$ cat src/rtl/sample_tx_pkg.sv
// Shared types and framing constants for the sample UART transmitter.
package sample_tx_pkg;

  // Byte-level serialiser states.
  typedef enum logic [1:0] {
    StIdle,
    StStart,
    StData,
    StStop
  } tx_state_e;

  // Upper six bits of the first character; marks the frame start on the line.
  localparam logic [5:0]  FRAME_MARKER  = 6'b101000;
  localparam int unsigned FRAME_BYTES   = 2;
  // Start + 8 data + stop.
  localparam int unsigned BITS_PER_CHAR = 10;

  // Character idx (0 or 1) of the two-character frame for a 10-bit sample.
  function automatic logic [7:0] frame_byte(input logic [9:0] sample, input logic idx);
    frame_byte = idx ? sample[7:0] : {FRAME_MARKER, sample[9:8]};
  endfunction

endpackage

$ cat src/rtl/sample_uart_tx_if.sv
// Strobed sample stream from the filter: data is valid only while strobe is high.
interface sample_uart_tx_if #(
  parameter int unsigned DATA_W = 10
) ();

  logic              strobe;
  logic [DATA_W-1:0] data;

  modport master (output strobe, output data);
  modport slave  (input  strobe, input  data);

endinterface

$ cat src/rtl/uart_byte_tx.sv
// 8N1 byte serialiser. A new byte is taken when i_start is high while o_ready is high;
// o_ready is also high in the last cycle of the stop bit so bytes can run back-to-back.
module uart_byte_tx
  import sample_tx_pkg::*;
#(
  parameter int unsigned CLKS_PER_BIT = 16
) (
  input  logic      clk,
  input  logic      reset,
  input  logic      i_start,
  input  logic [7:0] i_byte,
  output logic      o_ready,
  output logic      o_tx,
  output tx_state_e o_state
);

  localparam int unsigned     CntW     = (CLKS_PER_BIT > 1) ? $clog2(CLKS_PER_BIT) : 1;
  localparam logic [CntW-1:0] CntMax   = CntW'(CLKS_PER_BIT - 1);
  localparam int unsigned     DataBits = BITS_PER_CHAR - 2;
  localparam logic [2:0]      LastBit  = 3'(DataBits - 1);

  tx_state_e       r_state;
  logic [CntW-1:0] r_cnt;
  logic [2:0]      r_bit;
  logic [7:0]      r_shift;
  logic            r_tx;
  logic            w_bit_end;

  // Baud tick and load window, decoded from registered state.
  always_comb begin
    w_bit_end = (r_cnt == CntMax);
    o_ready   = (r_state == StIdle) || ((r_state == StStop) && w_bit_end);
  end

  assign o_tx    = r_tx;
  assign o_state = r_state;

  // Bit sequencing; tx is registered so the line never glitches.
  always_ff @(posedge clk or posedge reset) begin
    if (reset) begin
      r_state <= StIdle;
      r_cnt   <= '0;
      r_bit   <= '0;
      r_shift <= '0;
      r_tx    <= 1'b1;
    end else begin
      unique case (r_state)
        StIdle: begin
          if (i_start) begin
            r_state <= StStart;
            r_shift <= i_byte;
            r_cnt   <= '0;
            r_bit   <= '0;
            r_tx    <= 1'b0;
          end
        end
        StStart: begin
          if (w_bit_end) begin
            r_cnt   <= '0;
            r_state <= StData;
            r_tx    <= r_shift[0];
            r_shift <= {1'b0, r_shift[7:1]};
          end else begin
            r_cnt <= r_cnt + 1'b1;
          end
        end
        StData: begin
          if (w_bit_end) begin
            r_cnt <= '0;
            if (r_bit == LastBit) begin
              r_state <= StStop;
              r_tx    <= 1'b1;
            end else begin
              r_bit   <= r_bit + 1'b1;
              r_tx    <= r_shift[0];
              r_shift <= {1'b0, r_shift[7:1]};
            end
          end else begin
            r_cnt <= r_cnt + 1'b1;
          end
        end
        StStop: begin
          if (w_bit_end) begin
            r_cnt <= '0;
            if (i_start) begin
              r_state <= StStart;
              r_shift <= i_byte;
              r_bit   <= '0;
              r_tx    <= 1'b0;
            end else begin
              r_state <= StIdle;
            end
          end else begin
            r_cnt <= r_cnt + 1'b1;
          end
        end
        default: r_state <= StIdle;
      endcase
    end
  end

endmodule

$ cat src/rtl/sample_uart_tx.sv
// Serialises filter samples as two-character 8N1 frames. A one-deep hold register absorbs
// strobes while a frame is on the line; a strobe that finds it full is dropped and flagged.
module sample_uart_tx
  import sample_tx_pkg::*;
#(
  parameter int unsigned CLKS_PER_BIT = 16,
  parameter int unsigned DATA_W       = 10
) (
  input  logic             clk,
  input  logic             reset,
  sample_uart_tx_if.slave  s_if,
  input  logic             ovr_clr_i,
  output logic             tx_o,
  output logic             busy_o,
  output logic             overrun_o
);

  localparam int unsigned IdxW = $clog2(FRAME_BYTES);

  logic [DATA_W-1:0] r_hold;
  logic              r_hold_valid;
  logic [7:0]        r_lo_byte;
  logic [IdxW-1:0]   r_byte_idx;
  logic              r_overrun;

  tx_state_e  w_state;
  logic       w_ready;
  logic       w_start;
  logic [7:0] w_byte;
  logic       w_next_lo;
  logic       w_consume;
  logic       w_accept;
  logic       w_drop;

  uart_byte_tx #(
    .CLKS_PER_BIT(CLKS_PER_BIT)
  ) u_byte_tx (
    .clk     (clk),
    .reset   (reset),
    .i_start (w_start),
    .i_byte  (w_byte),
    .o_ready (w_ready),
    .o_tx    (tx_o),
    .o_state (w_state)
  );

  // Byte selection and hold-register arbitration.
  always_comb begin
    // Second character of the current frame always follows the first.
    w_next_lo = (w_state == StStop) && (r_byte_idx == '0);
    w_start   = w_next_lo ? 1'b1 : r_hold_valid;
    w_byte    = w_next_lo ? r_lo_byte : frame_byte(r_hold, 1'b0);
    w_consume = w_ready && !w_next_lo && r_hold_valid;
    // A strobe coinciding with consumption refills the hold register.
    w_accept  = s_if.strobe && (!r_hold_valid || w_consume);
    w_drop    = s_if.strobe && r_hold_valid && !w_consume;
  end

  // Hold register, frame sequencing and sticky overrun.
  always_ff @(posedge clk or posedge reset) begin
    if (reset) begin
      r_hold       <= '0;
      r_hold_valid <= 1'b0;
      r_lo_byte    <= '0;
      r_byte_idx   <= '0;
      r_overrun    <= 1'b0;
    end else begin
      if (w_accept) begin
        r_hold       <= s_if.data;
        r_hold_valid <= 1'b1;
      end else if (w_consume) begin
        r_hold_valid <= 1'b0;
      end
      if (w_ready && w_start) begin
        r_byte_idx <= w_next_lo ? IdxW'(1) : '0;
      end
      // Second character is snapshotted so a later hold rewrite cannot touch this frame.
      if (w_consume) begin
        r_lo_byte <= frame_byte(r_hold, 1'b1);
      end
      if (w_drop) begin
        r_overrun <= 1'b1;
      end else if (ovr_clr_i) begin
        r_overrun <= 1'b0;
      end
    end
  end

  assign busy_o    = (w_state != StIdle) | r_hold_valid;
  assign overrun_o = r_overrun;

endmodule

$ cat src/flat_wrapper.sv
// flat-port wrapper written by rule: the top's interface ports become plain ports
module sample_uart_tx_flat import sample_tx_pkg::*;
#(
  parameter int unsigned CLKS_PER_BIT = 16,
  parameter int unsigned DATA_W       = 10
)
  (clk, reset, ovr_clr_i, tx_o, busy_o, overrun_o, s_if_strobe, s_if_data);
  sample_uart_tx_if #(.DATA_W(DATA_W)) s_if_i ();
  input  logic clk;
  input  logic reset;
  input  logic ovr_clr_i;
  output logic tx_o;
  output logic busy_o;
  output logic overrun_o;
  input wire logic [$bits(s_if_i.strobe)-1:0] s_if_strobe;
  input wire logic [$bits(s_if_i.data)-1:0] s_if_data;
  assign s_if_i.strobe = s_if_strobe;
  assign s_if_i.data = s_if_data;
  sample_uart_tx #(.CLKS_PER_BIT(CLKS_PER_BIT), .DATA_W(DATA_W)) u_core (.clk(clk), .reset(reset), .s_if(s_if_i), .ovr_clr_i(ovr_clr_i), .tx_o(tx_o), .busy_o(busy_o), .overrun_o(overrun_o));
endmodule
$ cat config.mk
export PLATFORM = sky130hd
export DESIGN_NAME = sample_uart_tx_flat
export DESIGN_NICKNAME = d
export VERILOG_FILES = /design/src/rtl/sample_tx_pkg.sv /design/src/rtl/sample_uart_tx_if.sv /design/src/rtl/uart_byte_tx.sv /design/src/rtl/sample_uart_tx.sv /design/src/flat_wrapper.sv
export SDC_FILE = /design/constraint.sdc
export NUM_CORES = 1
export LEC_CHECK = 0
export CAP_MARGIN = 10
export CORE_MARGIN = 4
export CORE_UTILIZATION = 50
export CTS_CLUSTER_SIZE = 24
export DETAILED_ROUTE_END_ITERATION = 12
export GPL_TIMING_DRIVEN = 1
export PLACE_DENSITY_LB_ADDON = 0.1
export SLEW_MARGIN = 30
export SYNTH_ARGS = -nofsm -noshare
export SYNTH_HDL_FRONTEND = slang
export SYNTH_SLANG_ARGS = --single-unit
$ cat constraint.sdc
create_clock -name clk -period 1.9 [get_ports clk]
set_input_delay 0.38 -clock clk [delete_from_list [all_inputs] [get_ports clk]]
set_output_delay 0.38 -clock clk [all_outputs]
set_load 0.01 [all_outputs]
==> results.yml <==
placement:
  placed_cells: 232
  gp_congestion: 0.762
  hpwlAfterDp_um: 2480
  io_buffers: 16
  dpl_cell_area_um2: 2170
final_layout:
  diodes: 0
  drive_gt1_frac: 0.278
  area_growth_pct: 20.1
  final_nets: 216
  multi_input_area_um2: 887
  design_area_um2: 2280
  post-route-util: 0.624
  register_area_um2: 977
  stdcell_count: 242
  num-fill-cells: 291
critical_path:
  setup.worst_path.class: "reg2reg"
  crit_chain: "buf_4 -> ha_1 -> nand2b_1 -> nand2_1 -> o32ai_1 -> mux2_2"
  slowest_delay_ns: 0.41
  cp_data_arrival_time_ns: 2.08
  cp_slowest_cell: "dfrtp_1"
  cp-end-kind: "flop"
  cp.required_ns: 2.12
  cp_max_fo: 4
  start_kind: "flop"
status:
  status: "finished, final reports clean"
logic_synthesis:
  yosys.area_share.simple: 0.118
  seq_area_frac_synth: 0.513
  syn_area_per_cell_um2: 11.6
  yosys_warnings: 0
  yosys.area.top_type_share: 0.500
  synth_edf_count: 0
  ys_async_sr_fraction: 1.00
  synthMuxAreaShare: 0.141
  synth_cells: 164
  yosysMostFrequentCell: "dfrtp_1"
  ys_ff_latch: 39
  synth_cell_type_count: 37
  synth_top_family_by_area: "multiplexers"
  mappedNetlistArea_um2: 1900
  synth_common_cells: "38 x dfrtp_1, 22 x mux2_2, 20 x nand2_1"
  synth_compound_area_frac: 0.139
  syn-num-nets: 187
  synth_adder_area_share: 0.0592
  synth_largest_area_cell: "dfrtp_1"
  synthXorXnorAreaFrac: 0
  synth_ff_type: "dfrtp_1"
  ys_top_cells_by_area: "dfrtp_1 50%, mux2_2 13%, ha_1 5.9%"
clocking:
  htreeDepth: 2
  cts_buffer_depth: 2
  numCtsBuffers: 5
  cts_tree: "yes"
  path_clk_slew_ns: 0.07
  clock_latency_ns: 0.29
  root_buffer: "clkbuf_8"
  clock-sinks: 39
sta:
  finalSetupViolations: 0
  clock_skew_ns: 0.00688
  hold_viol: 0
  fin_crit_sh: 0.976
  relSlewSlack: 0.736
  rsz0062_at_grt: "true"
  worstMarginPinSlew_ns: 0.393
  whs_ns: 0.442
  finalMaxSlewViolations: 0
  period_needed_ns: 1.85
  timing.fmax_mhz: 540
floorplan:
  die_w_um: 69.7
  rows: 22
  die_area_um2: 4860
  die_y_um: 69.7
  coreArea_um2: 3660
  ios: 17
  start_util: 0.520
global_routing:
  antenna_found_initial: 0
  grt_max_degree: 40
  overflow: 0
  grt_pass1_wl_um: 5830
  grtUsageTotal: 0.152
  grt_pass1_vias: 1287
power:
  peakVddDrop_v: 0.000542
  p_per_area_nw_per_um2: 662
  total_leakage_power_uw: 0.00104
route:
  drt-initial-drc-count: 88
  routed_wl_um: 3410
  vias: 1332
  drt_first_pass_iters: 4
  ant_nets: 0
  viasPerCell: 5.50
  drc: 0
  wire_per_inst_um: 14.1
worst_hold_path:
  hold_class: "in2async"
run:
  drv_cap: 0
sequential cells by signal (all words and copies together), names as in the netlist:
name                      cells
u_core.r_lo_byte              8
u_core.u_byte_tx.o_state      2
u_core.u_byte_tx.r_bit        3
u_core.u_byte_tx.o_tx         1
u_core.r_hold_valid           1
u_core.r_hold                10
u_core.overrun_o              1
u_core.u_byte_tx.r_shift      8
u_core.u_byte_tx.r_cnt        4
u_core.r_byte_idx             1
report_power, final:
part	switching, µW	internal (µW)	total (µW)	leakage, µW
combinational	30.0	52.6	82.7	0.000500
clock	270	293	562	0.0000482
sequential	11.6	856	868	0.000497
total	311	1200	1510	0.00104
metrics by stage:
stage / total power, µW / setup TNS [ns] / setup slack, ns
2_1_floorplan: 921 / 0 / 0.117
3_3_place_gp: 965 / 0 / 0.0683
3_5_place_dp: 969 / 0 / 0.00500
4_1_cts: 1540 / 0 / 0.000836
5_1_grt: 1590 / -0.0622 / -0.0314
6_report: 1510 / 0 / 0.0465
path summary, 6_finish.rpt:
kind	from	endpoint	slack [ns]	cells past startpoint
max	u_core.u_byte_tx.o_state[0]$_DFFE_PP0P_	u_core.u_byte_tx.o_tx$_DFFE_PP1P_	0.05	6
min	reset	u_core.r_lo_byte[0]$_DFFE_PP0P_	0.44	3
max reg2reg	u_core.u_byte_tx.o_state[0]$_DFFE_PP0P_	u_core.u_byte_tx.o_tx$_DFFE_PP1P_	0.05	6
min reg2reg	u_core.u_byte_tx.r_shift[1]$_DFFE_PP0P_	u_core.u_byte_tx.r_shift[1]$_DFFE_PP0P_	0.48	2
max in group asynchronous	reset	u_core.u_byte_tx.o_tx$_DFFE_PP1P_	1.21	3
min in group clk	u_core.u_byte_tx.r_shift[1]$_DFFE_PP0P_	u_core.u_byte_tx.r_shift[1]$_DFFE_PP0P_	0.48	2
routing by layer:
metal  part of all wire  track usage  up-vias  wire, µm
met3              0.039       0.0478        7       134
met1               0.45        0.188      660      1530
met4              0.013       0.0574        0        44
met2               0.50        0.250       20      1700
li1                   -            -      645         -
met5                  0            0        -         0
layout make-up:
type                       count  area share
clock inverter                 1     0.00219
tap                           48      0.0263
inverter                       7      0.0115
timing repair buffer          26       0.106
sequential                    39       0.428
clock buffer                   7      0.0378
multi-input combinational    114       0.388
logic make-up after synthesis:
group,count (synthesis)
AO/OA/AOI/OAI,38
multiplexers,24
AND/OR/NAND/NOR,43
adder cells (fa/ha/maj),9
buffers and inverters,11
flip-flops,39
cell usage in the layout (no fill, tap or decap), types with 3 or more instances in the layout:
cell / count
o21ai_0: 15
nand2_1: 20
dfrtp_1: 38
a21oi_1: 8
clkdlybuf4s50_1: 15
ha_1: 7
inv_1: 6
clkbuf_8: 6
nor3_1: 3
buf_4: 9
mux2_2: 22
nor3b_1: 4
worst max-delay path, delay by kind of cell (launching register included):
family                   cells  cell delay, ns
multiplexers                 1            0.37
AND/OR/NAND/NOR              2            0.32
adder cells (fa/ha/maj)      1            0.23
AO/OA/AOI/OAI                1            0.29
flip-flops                   1            0.41
buffers and inverters        1            0.16
timing repair:
item                       in CTS  in global routing
setup buffers                   2                  0
setup endpoints to repair       1                 24
gates resized for setup         4                  4
hold buffers                    0                  0
pin swaps                       1                  1
Note: power is estimated with default switching activity, not from simulation.
